**src/rtl/serial_frame_pkg.sv**
```systemverilog
// Shared definitions for the serial frame transmitter: FSM state encoding
// and the default frame geometry used by the top and its bit timer.
package serial_frame_pkg;

    localparam int DEF_DATA_W       = 8;
    localparam int DEF_CLKS_PER_BIT = 4;
    localparam int DEF_PARITY_EN    = 1;

    typedef enum logic [2:0] {
        IDLE   = 3'd0,
        START  = 3'd1,
        DATA   = 3'd2,
        PARITY = 3'd3,
        STOP   = 3'd4
    } tx_state_t;

endpackage

```
**src/rtl/serial_frame_tx_bit_timer.sv**
```systemverilog
// Bit-period timer: counts 0..CLKS_PER_BIT-1 and flags the last cycle of
// each line bit so the FSM advances exactly once per bit period.
module bit_timer
    import serial_frame_pkg::*;
#(
    parameter int CLKS_PER_BIT = DEF_CLKS_PER_BIT
) (
    input  logic clk,
    input  logic rstn,
    input  logic clear,
    output logic bit_tick
);

    localparam int CW = (CLKS_PER_BIT > 2) ? $clog2(CLKS_PER_BIT) : 1;

    logic [CW-1:0] r_count;

    // The tick is the terminal count of the wrapping counter.
    assign bit_tick = (r_count == CW'(CLKS_PER_BIT - 1));

    // Cycle counter; held at zero while cleared so a new frame starts aligned.
    always_ff @(posedge clk) begin
        if (!rstn || clear) begin
            r_count <= '0;
        end else if (bit_tick) begin
            r_count <= '0;
        end else begin
            r_count <= r_count + CW'(1);
        end
    end

endmodule

```
**src/rtl/serial_frame_tx.sv**
```systemverilog
// Serial frame transmitter: start bit, LSB-first payload, optional even
// parity bit, stop bit. Every output is a register so the downstream
// capture flop sees a glitch-free line.
module serial_frame_tx
    import serial_frame_pkg::*;
#(
    parameter int DATA_W       = DEF_DATA_W,
    parameter int CLKS_PER_BIT = DEF_CLKS_PER_BIT,
    parameter int PARITY_EN    = DEF_PARITY_EN
) (
    input  logic              clk,
    input  logic              rstn,
    input  logic [DATA_W-1:0] tx_data,
    input  logic              tx_valid,
    output logic              tx_ready,
    output logic              tx_line,
    output logic              tx_busy,
    output logic              tx_done
);

    localparam int BW = (DATA_W > 2) ? $clog2(DATA_W) : 1;

    tx_state_t         r_state;
    logic [DATA_W-1:0] r_shreg;
    logic              r_parity;
    logic [BW-1:0]     r_bitCnt;
    logic              r_line;
    logic              r_ready;
    logic              r_busy;
    logic              r_done;

    logic              w_bitTick;
    logic              w_timerClear;
    logic [DATA_W-1:0] w_shNext;

    // Timer idles at zero between frames so START gets a full bit period.
    assign w_timerClear = (r_state == IDLE);
    assign w_shNext     = r_shreg >> 1;

    bit_timer #(
        .CLKS_PER_BIT (CLKS_PER_BIT)
    ) u_bit_timer (
        .clk      (clk),
        .rstn     (rstn),
        .clear    (w_timerClear),
        .bit_tick (w_bitTick)
    );

    // Frame sequencer; line, ready, busy and done are set alongside the
    // state they belong to so they change on the same edge as the state.
    always_ff @(posedge clk) begin
        if (!rstn) begin
            r_state  <= IDLE;
            r_shreg  <= '0;
            r_parity <= 1'b0;
            r_bitCnt <= '0;
            r_line   <= 1'b1;
            r_ready  <= 1'b1;
            r_busy   <= 1'b0;
            r_done   <= 1'b0;
        end else begin
            r_done <= 1'b0;
            case (r_state)
                IDLE: begin
                    if (tx_valid) begin
                        r_shreg  <= tx_data;
                        r_parity <= ^tx_data;
                        r_bitCnt <= '0;
                        r_state  <= START;
                        r_line   <= 1'b0;
                        r_ready  <= 1'b0;
                        r_busy   <= 1'b1;
                    end
                end
                START: begin
                    if (w_bitTick) begin
                        r_state <= DATA;
                        r_line  <= r_shreg[0];
                    end
                end
                DATA: begin
                    if (w_bitTick) begin
                        r_shreg <= w_shNext;
                        if (r_bitCnt == BW'(DATA_W - 1)) begin
                            r_bitCnt <= '0;
                            if (PARITY_EN != 0) begin
                                r_state <= PARITY;
                                r_line  <= r_parity;
                            end else begin
                                r_state <= STOP;
                                r_line  <= 1'b1;
                            end
                        end else begin
                            r_bitCnt <= r_bitCnt + BW'(1);
                            r_line   <= w_shNext[0];
                        end
                    end
                end
                PARITY: begin
                    if (w_bitTick) begin
                        r_state <= STOP;
                        r_line  <= 1'b1;
                    end
                end
                STOP: begin
                    if (w_bitTick) begin
                        r_state <= IDLE;
                        r_line  <= 1'b1;
                        r_ready <= 1'b1;
                        r_busy  <= 1'b0;
                        r_done  <= 1'b1;
                    end
                end
                default: begin
                    r_state <= IDLE;
                    r_line  <= 1'b1;
                    r_ready <= 1'b1;
                    r_busy  <= 1'b0;
                end
            endcase
        end
    end

    assign tx_ready = r_ready;
    assign tx_line  = r_line;
    assign tx_busy  = r_busy;
    assign tx_done  = r_done;

endmodule

```
**config.mk**
```make
export PLATFORM = sky130hd
export DESIGN_NAME = serial_frame_tx
export DESIGN_NICKNAME = d
export VERILOG_FILES = /design/src/rtl/serial_frame_pkg.sv /design/src/rtl/serial_frame_tx_bit_timer.sv /design/src/rtl/serial_frame_tx.sv
export SDC_FILE = /design/constraint.sdc
export NUM_CORES = 1
export LEC_CHECK = 0
export ABC_AREA = 1
export CELL_PAD_IN_SITES_DETAIL_PLACEMENT = 1
export CELL_PAD_IN_SITES_GLOBAL_PLACEMENT = 1
export CORE_MARGIN = 2
export CORE_UTILIZATION = 30
export CTS_BUF_LIST = sky130_fd_sc_hd__clkbuf_4
export DETAILED_ROUTE_END_ITERATION = 10
export DONT_BUFFER_PORTS = 1
export PLACE_DENSITY = 0.61
export SYNTH_ARGS = -nofsm -noshare
export SYNTH_HDL_FRONTEND = slang
export SYNTH_SLANG_ARGS = --single-unit
```
**constraint.sdc**
```tcl
create_clock -name clk -period 1.22 [get_ports clk]
set_input_delay 0.244 -clock clk [delete_from_list [all_inputs] [get_ports clk]]
set_output_delay 0.244 -clock clk [all_outputs]
set_load 0.02 [all_outputs]
```
## Word level (Yosys, flattened, before mapping)

Index checks and enable logic that the tools add are counted.

| operators by class | value |
|---|---|
| reductions and logical operators | 14 |
| add/sub/neg operators | 2 |
| bitwise logic cells | 1 |
| equality and inequality tests | 13 |
| muxes and demuxes | 25 |

Operator list:

| kind | count |
|---|---|
| two-way mux 3 bit | 9 |
| two-way mux 8 bit | 2 |
| one-hot mux 8 bit (2 select lines) | 1 |
| one-hot mux 3 bit (5 select lines) | 1 |
| inequality test 2 x 1 -> 1 bit (second input constant) | 5 |
| two-way mux 1 bit | 8 |
| XOR reduction 8 bit | 1 |
| equality test 3 x 2 -> 1 bit (second input constant) | 2 |
| equality test 3 bit (second input constant) | 2 |
| one-hot mux 1 bit (3 select lines) | 2 |
| one-hot mux 3 bit (2 select lines) | 1 |
| AND reduction 3 bit | 2 |
| AND reduction 6 bit | 1 |
| inequality test 2 bit (second input constant) | 2 |
| one-hot mux 1 bit (4 select lines) | 1 |
| AND reduction 2 bit | 2 |
| AND reduction 4 bit | 1 |
| OR reduction 2 bit | 2 |
| adder 3 x 1 -> 3 bit (second input constant) | 1 |
| equality test 3 x 1 -> 1 bit (second input constant) | 1 |
| zero test 3 bit | 1 |
| OR reduction 3 bit | 1 |
| adder 2 x 1 -> 2 bit (second input constant) | 1 |
| equality test 2 bit (second input constant) | 1 |
| other kinds (4) | 4 |

| word-level totals | value |
|---|---|
| input bits | 11 |
| word-level logic and storage cells | 64 |
| register bits after elaboration | 21 |
| output and inout bits | 4 |

## Logic depth before layout (Yosys ltp)

| depth | value |
|---|---|
| depth in word-level cells | 4 |
| gate-level depth with buffers | 10 |
| mapped depth without buffers | 10 |

## By module

From an unflattened synthesis, not the netlist that was laid out.

| unflattened totals | value |
|---|---|
| cell total of the unflattened synthesis | 209 |
| area, all modules | 1307.5 um^2 |

Modules (own cells, without submodules):

| module | cells each | instances | area each (um^2) | sequential area each (um^2) |
|---|---|---|---|---|
| serial_frame_tx | 200 | 1 | 1226.2 | 380.4 |
| bit_timer | 9 | 1 | 81.3 | 40.0 |

## Worst setup path before layout

No wires, ideal clock.

| path | value |
|---|---|
| kind | flip-flop to flip-flop |
| from | reg r_bitCnt[0] |
| to | reg r_state[0] |
| buffers on the path | 0 |
| clock period less this slack | 1.183 ns |
| path slack | 0.037 ns |
| setup time | 0.113 ns |
| arrival time | 1.071 ns |
| stages on the path, launching flop included | 10 |
| required time | 1.107 ns |
| cells stage by stage | dfxtp_1 -> ha_1 -> ha_1 -> inv_1 -> nand2_1 -> nand2_1 -> nor2_4 -> nand2_1 -> nand2_1 -> nor2_1 |

| between the ends | value |
|---|---|
| word-level cells in the longest chain between the ends | 3 |

RTL lines:

| item | RTL line | source |
|---|---|---|
| from (decl) | serial_frame_tx.sv:26 | `logic [BW-1:0] r_bitCnt;` |
| from (signal assigned) | serial_frame_tx.sv:94 | `r_bitCnt <= r_bitCnt + BW'(1);` |
| equality test 3 bit | serial_frame_tx.sv:84 | `if (r_bitCnt == BW'(DATA_W - 1)) begin` |
| inequality test 2 bit (no source line) | n/a |  |
| AND reduction 6 bit (no source line) | n/a |  |
| to (signal assigned) | serial_frame_tx.sv:87 | `r_state <= PARITY;` |
| to (signal assigned) | serial_frame_tx.sv:90 | `r_state <= STOP;` |
| to (signal assigned) | serial_frame_tx.sv:101 | `r_state <= STOP;` |
| to (decl) | serial_frame_tx.sv:23 | `tx_state_t r_state;` |

Every way passes these cells.
A chain may end at the register's enable or synchronous reset.

## Worst setup path after layout

| path | value |
|---|---|
| from | reg r_state[0] |
| to | reg r_state[2] |

| between the ends | value |
|---|---|
| word-level cells in the longest chain between the ends | 3 |
| elaborated cells between the ends (all ways) | 13 |
| classes of those cells | eq/ne (10); mux (1); reduce/logical (2) |

RTL lines:

| item | RTL line | source |
|---|---|---|
| from (signal assigned) | serial_frame_tx.sv:53 | `r_state <= IDLE;` |
| from (signal assigned) | serial_frame_tx.sv:69 | `r_state <= START;` |
| from (signal assigned) | serial_frame_tx.sv:77 | `r_state <= DATA;` |
| equality test 3 x 1 -> 1 bit (tied with other cells) | serial_frame_tx.sv:63 | `case (r_state)` |
| inequality test 2 x 1 -> 1 bit (no source line) / inequality test 2 bit (equally long branches) | n/a |  |
| AND reduction 6 bit (no source line) | n/a |  |

Parallel ways exist; a longest one is shown, timed or not.

==> summary.md <==
| Metric | Value |
|---|---|
| Placeable Area | `4294 µm²` |
| XOR/XNOR Fraction of Synth Area | `3.302%` |
| DRC | `0` |
| Setup WS post-layout | `-0.002256 ns` |
| Largest net degree at the start of global routing | `18` |
| # Max-Cap Violations | `0` |
| Ant. Diodes | `0` |
| Number of global-route vias before repair | `1259` |
| Total Routed Length | `3158 µm` |
| CTS tree | `built` |
| I/O pins | `15` |
| RePlAce Congestion | `0.7547` |
| I/O Buffers | `0` |
| Initial antenna violation count | `0` |
| Dpl hpwl | `2305 µm` |
| Non-filler cells, final | `278` |
| Minimum clock period | `1.222 ns` |
| Die area | `4969 µm²` |
| Die height | `70.49 µm` |
| Kind of critical path | `reg2reg` |
| RSZ-0062 raised after global routing | `yes` |
| Power per cell area | `2646 nW/µm²` |
| Worst Path Required | `1.42 ns` |
| Synth Instances | `210` |
| Core Rows | `24` |
| CTS root buffer | `clkbuf_4` |
| Drt first-iter violations | `33` |
| Worst slew pin tran | `0.2795 ns` |
| Commonest non-fill, non-tap cells in the layout | `nand2_1 (63), nor2_1 (32), inv_1 (29)` |
| Post-synthesis mux area share | `0%` |
| Worst R2R Path Depth | `9` |
| Worst IR Drop VDD | `1.435 mV` |
| Register bit count reported by yosys | `21` |
| Clock latency on the worst-skew pair | `0.30 ns` |
| 1st-pass router iterations | `4` |
| Num CTS Buffers | `3` |
| Placed instance count | `271` |
| Mapped Area | `1326 µm²` |
| Fmax | `818.2 MHz` |
| Final cycle utilization of the critical path | `100.2%` |
| Via-to-Cell Ratio | `4.489` |
| Final nets | `242` |
| Adder-cell share of the synthesized area | `3.774%` |
| Violated checks | `negative setup slack` |
| Final Hold Viols | `0` |
| Vias | `1248` |
| Main combinational cell family by area after synthesis | `simple AND/OR/NAND/NOR gates` |
| Grt total ovfl | `0` |
| Detail Route Antenna Nets | `0` |
| Clk_skew | `0.005144 ns` |
| CP Max Fanout | `6` |
| Syn-to-layout area delta | `24.25%` |
| Starting Density | `30.89%` |
| Place WS | `-0.07001 ns` |
| CP startpoint kind | `flop` |
| Commonest non-fill, non-tap cell in the layout | `nand2_1` |
| Register area share after synthesis | `31.70%` |
| Setup violators final | `1` |
| Post-CTS setup buffer count | `0` |
| GRT Util Overall | `14.04%` |
| Synth cell types | `24` |
| Die Wd | `70.49 µm` |
| Yosys Warn Count | `0` |
| Simple-gate share of the synthesized area | `39.72%` |
| Share of cells above drive strength 1 | `26.55%` |
| Outcome | `finished with violations` |
| Hold path cells | `2` |
| Worst hold path type | `in2reg` |
| First-pass GRT wire length | `5637 µm` |
| Post-synthesis net count | `225` |
| CP arrival | `1.43 ns` |
| Clock Path Buffers | `2` |
| Synth Area in Compound Gates | `6.981%` |
| P_leak | `0.0008116 µW` |
| Mean Syn Cell Area | `6.316 µm²` |
| Relative slew slack | `81.34%` |
| Drt wl/cell | `11.36 µm` |
| TritonCTS Sinks | `21` |
| Worst setup EP type | `flop` |
| Clock-pin slew on the worst setup and hold paths | `0.12 ns` |
| Pins Over Slew Limit | `0` |
| Htree depth | `1` |
==> path summary, 6_finish.rpt <==
kind	startpoint	end	slack, ns
worst max-delay path	r_state[0]	r_state[2]	-0.002
worst max register to register	r_state[0]	r_state[2]	-0.002
worst min-delay path	rstn	r_state[1]	0.03
worst min register to register	u_bit_timer.r_count[0]	u_bit_timer.r_count[0]	0.45
==> metal layers <==
metal	track usage [%]	wire [µm]	up-vias
li1	-	-	665
met1	17.09	1433	564
met2	25.26	1567	15
met3	2.309	105	4
met4	3.846	51	0
met5	0	0	-
==> registers in the layout, indices dropped and copies added (netlist names) <==
name and flops:
u_bit_timer.r_count 2, r_parity 1, tx_busy 1, r_bitCnt 3, tx_line 1, tx_ready 1, r_state 3, tx_done 1
r_shreg 8
==> report_power, final <==
group | internal (µW) | switching (µW)
registers | 980 | 206
clock network | 149 | 212
logic | 1130 | 1680
==> stage by stage <==
| stage | total power [µW] | TNS (ns) | util (%) | cell area [µm²] | hold WS (ns) |
|---|---|---|---|---|---|
| 3_5_place_dp | 3516 | -0.4324 | 33.77 | 1450 | 0.3241 |
| 6_report | 4359 | -0.002256 | 38.37 | 1648 | 0.03003 |
| 5_1_grt | 4885 | -1.086 | 38.37 | 1648 | 0.02473 |
| 3_3_place_gp | 3474 | -0.3124 | 33.77 | 1450 | 0.3198 |
| 4_1_cts | 4085 | -0.1080 | 35.78 | 1536 | -0.004187 |
| 2_1_floorplan | 2972 | 0 | - | 1326 | 0.3644 |
==> cell usage after synthesis <==
| master | count | area, µm² |
|---|---|---|
| buf_4 | 1 | 7.510 |
| o21ai_0 | 12 | 60.06 |
| o21ai_1 | 1 | 5.000 |
| inv_6 | 1 | 8.760 |
| dfxtp_1 | 21 | 420.4 |
| a21oi_1 | 4 | 20.02 |
| buf_2 | 1 | 5.000 |
| nand2_4 | 2 | 22.52 |
| nand3_1 | 7 | 35.03 |
| xnor2_1 | 3 | 26.28 |
| buf_6 | 3 | 33.78 |
| inv_2 | 1 | 3.750 |
| nor2_4 | 2 | 22.52 |
| inv_1 | 34 | 127.6 |
| nand2_2 | 1 | 6.260 |
| nor2_1 | 34 | 127.6 |
| nand2_1 | 69 | 259.0 |
| nor4_1 | 1 | 6.260 |
| xor2_1 | 2 | 17.52 |
| nand4_1 | 2 | 12.51 |
| nand3_4 | 2 | 35.03 |
| ha_1 | 4 | 50.05 |
| o21a_1 | 1 | 7.510 |
| inv_4 | 1 | 6.260 |
==> worst max-delay path, cell delays in order (launching register included) <==
cell and delay [ns]:
dfxtp_2 0.37, inv_4 0.05, nand2_4 0.10, nor2_4 0.06
nand2_4 0.12, nand2_2 0.08, nor2_4 0.17, nand2_1 0.08
nand2_1 0.06, nor2_1 0.04
==> cell type report <==
type	instances	area, µm²
well taps	52	65.06
flip-flops and latches	21	431.7
fillers	579	2646
clock buffers	4	30.03
inverters	37	152.6
repair buffers	15	131.4
multi-input cells	149	837.1
==> cell families (layout without fill, tap and decap cells) <==
group           after synthesis  after routing
simple gates                120            122
buf+inv                      42             56
flops                        21             21
compound gates               18             18
xor+xnor                      5              5
fa+ha+maj                     4              4
==> timing repair <==
action,CTS,global route
gates resized for setup,15,33
endpoints found under the setup margin,18,18
pin swaps,3,11
cloned,1,1
endpoints found under the hold margin,1,1
Note: power is estimated with default switching activity, not from simulation.
==> RTL edit 1 (same settings) <==
Set the package constant `DEF_CLKS_PER_BIT` to 8 (it was 4).
--- a/src/rtl/serial_frame_pkg.sv
+++ b/src/rtl/serial_frame_pkg.sv
@@ -4,5 +4,5 @@
 
     localparam int DEF_DATA_W       = 8;
-    localparam int DEF_CLKS_PER_BIT = 4;
+    localparam int DEF_CLKS_PER_BIT = 8;
     localparam int DEF_PARITY_EN    = 1;
 
Behaviour: not the same (Yosys sat finds a counterexample within 10 cycles, from zero or initial values and one cycle with rstn low).
==> RTL edit 1 against the original RTL <==
  * Power fell by 10%
  * Setup slack got worse by 150 ps
  * Routed wire length rose by 33%
  * The run still ends with negative setup slack left
  * Highest routed layer unchanged
  * Final area rose by 10%
  * Sequential power barely moved
  * Maximum frequency fell by 11%
  * Count of clock-buffer cells in the layout fell by 1
  * Area after synthesis fell by 2.6%
  * Sequential share of layout area fell by 1.2 points
  * Sequential cell count rose by 1
==> RTL edit 1: results (changes against the original RTL) <==
Finish:
- The number of clock buffers in the layout came to 3 (was 4).
- The filler-free cell count of the finished design was 266 (was 278).
- The non-clock inverter total of the final layout is 26 (was 37).
- The final layout net count is 233 (was 242).
- The share of final-layout standard cells stronger than drive strength 1 is 35.6% (was 26.5%).

Placed design:
- The worst setup slack after placement is -104 ps (was -70.0 ps).
- The sum of net half-perimeters after detailed placement is 2630 µm (was 2310 µm).
- The final weighted congestion in routability-driven placement is 0.762 (was 0.755).

STA:
- The number of endpoints failing setup at the final stage was 15 (was 1).
- The worst setup slack after layout came to -155 ps (was -2.26 ps).

Clock network:
- The number of sinks driven by the clock tree came to 22 (was 21).
- The clock transition at the register clock pins on the worst setup and hold paths after CTS is 140 ps (was 120 ps).
- The insertion delay to the later sink of the worst-skew pair is 330 ps (was 300 ps).

Run status:
- Outcome: complete, but fails checks (unchanged).
- Violated checks: negative setup slack (unchanged).

Power:
- The maximum ir drop on the vdd rail is 1.14 mV (was 1.44 mV).
- The net switching power figure came to 0.00173 W (was 0.00210 W).
- The sum of internal, switching and leakage power came to 0.00391 W (was 0.00436 W).

Routing:
- The met3 wire length came to 140 µm (was 105 µm).
- The post-detailed-route via-to-cell ratio was 4.98 (was 4.49).

Global route:
- The first-pass GRT wire length is 5940 µm (was 5640 µm).
- The maximum number of pins on one net before global-route repair is 17 (was 18).
- The via count of the first global-routing pass came to 1268 (was 1259).
- The global-route track usage on met2 came to 28.2% (was 25.3%).

Setup path:
- The family with the most delay on the worst path is flip-flops (was simple AND/OR/NAND/NOR gates).

Synthesis:
- The number of nets in the synthesized netlist is 210 (was 225).
- The adder-cell area share of the yosys netlist is 4.84% (was 3.77%).
- The synthesized area per cell is 6.66 µm² (was 6.32 µm²).
- Cell types with the highest counts after synthesis: nand2_1, nor2_1, dfxtp_1, inv_1, o21ai_0 (was nand2_1, inv_1, nor2_1, dfxtp_1, o21ai_0).

Floorplan:
- The core outline area is 0.00406 mm² (was 0.00429 mm²).
RTL edit 1: cell count changes after synthesis, moves of 3 or more:
cell	change
nand2_1	-18
nor2_1	-4
o21ai_0	+3
inv_1	-12
o21ai_1	+3
nand3_1	+3
nor3_1	+3
RTL edit 1: logic make-up (layout without fill, tap and decap cells):
kind of cell	Yosys count	count (layout)
and+or+nand+nor	103	103
xor gates and xnor gates	5	5
buffers and inverters	31	53
AOI/OAI and AO/OA	28	28
adders and majority gates	5	5
DFF	22	22
RTL edit 1: final timing paths:
kind / slack [ps] / to / cells past startpoint
worst max-delay path: -150 / r_shreg[0]$_SDFFE_PN0P_ / 8
worst max register to register: -150 / r_shreg[0]$_SDFFE_PN0P_ / 8
worst min-delay path: 10 / r_state[0]$_SDFFE_PN0P_ / 2
worst min register to register: 440 / u_bit_timer.r_count[0]$_SDFF_PP0_ / 1
==> RTL edit 2 (same settings) <==
Made on the original files. Re-encode `tx_state_t` (5 states) as one-hot, 5 bits wide.
--- a/src/rtl/serial_frame_pkg.sv
+++ b/src/rtl/serial_frame_pkg.sv
@@ -7,10 +7,10 @@
     localparam int DEF_PARITY_EN    = 1;
 
-    typedef enum logic [2:0] {
-        IDLE   = 3'd0,
-        START  = 3'd1,
-        DATA   = 3'd2,
-        PARITY = 3'd3,
-        STOP   = 3'd4
+    typedef enum logic [4:0] {
+        IDLE   = 5'b00001,
+        START  = 5'b00010,
+        DATA   = 5'b00100,
+        PARITY = 5'b01000,
+        STOP   = 5'b10000
     } tx_state_t;
 
Formal check against the unedited RTL: same outputs for any inputs over 10 cycles, from zero or initial values and one cycle with rstn low; not proved beyond that.
==> RTL edit 2 against the original RTL <==
  * The run still ends with negative setup slack left
  * Area after synthesis up 0.75%
  * Power up 3.0%
  * Global-route usage up 2.5 points
  * Critical path depth down 1
  * Sequential cell count up 2
  * Final area up 9.3%
  * Setup slack worse by 170 ps
  * Routed wire length up 24%
  * Largest power group unchanged
==> RTL edit 2: results (changes against the original RTL) <==
Global route:
- The maximum number of pins on one net before global-route repair is 21 (was 18).
- The total global-route track usage is 16.5% (was 14.0%).
- The routing usage on met1 is 20.3% (was 17.1%).
- The first-pass GRT wire length is 6520 µm (was 5640 µm).
- The via count of the first global-routing pass came to 1413 (was 1259).

Routing:
- The post-detailed-route via-to-cell ratio was 4.85 (was 4.49).
- The DRC marker count from the first detailed-route iteration was 32 (was 33).
- The routed length per instance was 14.4 µm (was 11.4 µm).
- The met3 wire length is 149 µm (was 105 µm).
- The met1 wire length was 1770 µm (was 1430 µm).
- The detailed-routed wire length on met2 came to 1910 µm (was 1570 µm).

Clock network:
- The number of buffers inserted to repair setup after CTS is 8 (was 0).
- The number of resized instances in the post-cts repair step came to 22 (was 15).

Run status:
- Outcome: complete, but fails checks (unchanged).
- Violated checks: negative setup slack (unchanged).

Setup path:
- The stage delay of the slowest cell on the critical path came to 350 ps (was 370 ps).
- The reg-to-reg endpoint is r_bitCnt[0]$_SDFFE_PN0P_ (was r_state[2]$_SDFFE_PN0P_).
- The maximum net fanout on the critical path is 3 (was 6).
- The setup slack on the worst flop-to-flop path is -170 ps (was -2 ps).
- The capturing element of the worst setup path is r_bitCnt[0]$_SDFFE_PN0P_ (was r_state[2]$_SDFFE_PN0P_).
- The launch instance of the worst register-to-register path is r_bitCnt[0]$_SDFFE_PN0P_ (was r_state[0]$_SDFFE_PN0P_).
- The endpoint arrival time on the critical path is 1660 ps (was 1430 ps).

Power:
- The fraction of power spent switching nets came to 44.6% (was 48.2%).
- The maximum ir drop on the vdd rail came to 0.735 mV (was 1.44 mV).
- The leakage power figure was 0.816 nW (was 0.812 nW).
- The clock distribution power is 0.000376 W (was 0.000362 W).

Finish:
- The filler cell count is 533 (was 579).
- The final layout net count is 235 (was 242).
- Largest regs: r_shreg: 8 flops, r_state: 5 flops, r_bitCnt: 3 flops (was r_shreg: 8 flops, r_bitCnt: 3 flops, r_state: 3 flops).
- The share of final-layout standard cells stronger than drive strength 1 is 39.1% (was 26.5%).

Placed design:
- The final weighted congestion in routability-driven placement is 0.819 (was 0.755).

Synthesis:
- The number of nets in the synthesized netlist came to 202 (was 225).
- The sequential fraction of the synthesis area is 34.5% (was 31.7%).
- Ranking of synthesized cells by area: dfxtp_1, nand2_1, nor2_1 (was dfxtp_1, nand2_1, inv_1).
- The post-synthesis cell type count is 27 (was 24).

STA:
- The final worst clock skew is 4.03 ps (was 5.14 ps).
- The worst setup slack after layout is -168 ps (was -2.26 ps).
- The number of endpoints failing setup at the final stage is 19 (was 1).
RTL edit 2: changes by cell type after synthesis, moves of 3 or more:
cell     change
inv_1       -13
inv_2        +3
nand2_1     -35
nand3_1      +8
nand4_1      +5
nor2_1       -4
o21ai_0      -6
o21ai_2     +10
RTL edit 2: area by class of cell:
| class | count | area, µm² | area share (%) |
|---|---|---|---|
| repair buffers | 34 | 294 | 16.3 |
| multi-input cells | 134 | 838 | 46.5 |
| inverters | 25 | 101 | 5.62 |
| well taps | 52 | 65.1 | 3.61 |
| clock inverters | 1 | 5.00 | 0.278 |
| flip-flops and latches | 23 | 475 | 26.4 |
| clock buffers | 3 | 22.5 | 1.25 |
RTL edit 2: critical path: cells and delay by family, from the launching register on:
family / cells / cell delay, ps
fa+ha+maj: 2 / 360
flops: 1 / 350
simple gates: 3 / 310
compound gates: 1 / 60
buf+inv: 2 / 250
RTL edit 2: through the flow:
step | setup WS (ps) | instance area (µm²) | cells | setup TNS (ps) | total power (W)
final | -168 | 1800 | 272 | -2540 | 0.00449
after global placement | -95.1 | 1560 | 260 | -1340 | 0.00341
after global routing | -261 | 1800 | 272 | -4220 | 0.00488
after floorplan | -18.3 | 1350 | 188 | -145 | 0.00270
after detailed placement | -168 | 1560 | 260 | -2430 | 0.00353
after CTS | -157 | 1730 | 272 | -2450 | 0.00436
RTL edit 2: cells by family (layout without fill, tap and decap cells):
kind of cell	after synthesis	count (layout)	synth area share (%)
AND/OR/NAND/NOR	98	98	34.9
adder cells (fa/ha/maj)	3	3	2.81
buffers and inverters	31	63	10.2
flip-flops	23	23	34.5
AO/OA/AOI/OAI	26	26	13.0
XOR/XNOR	7	7	4.59
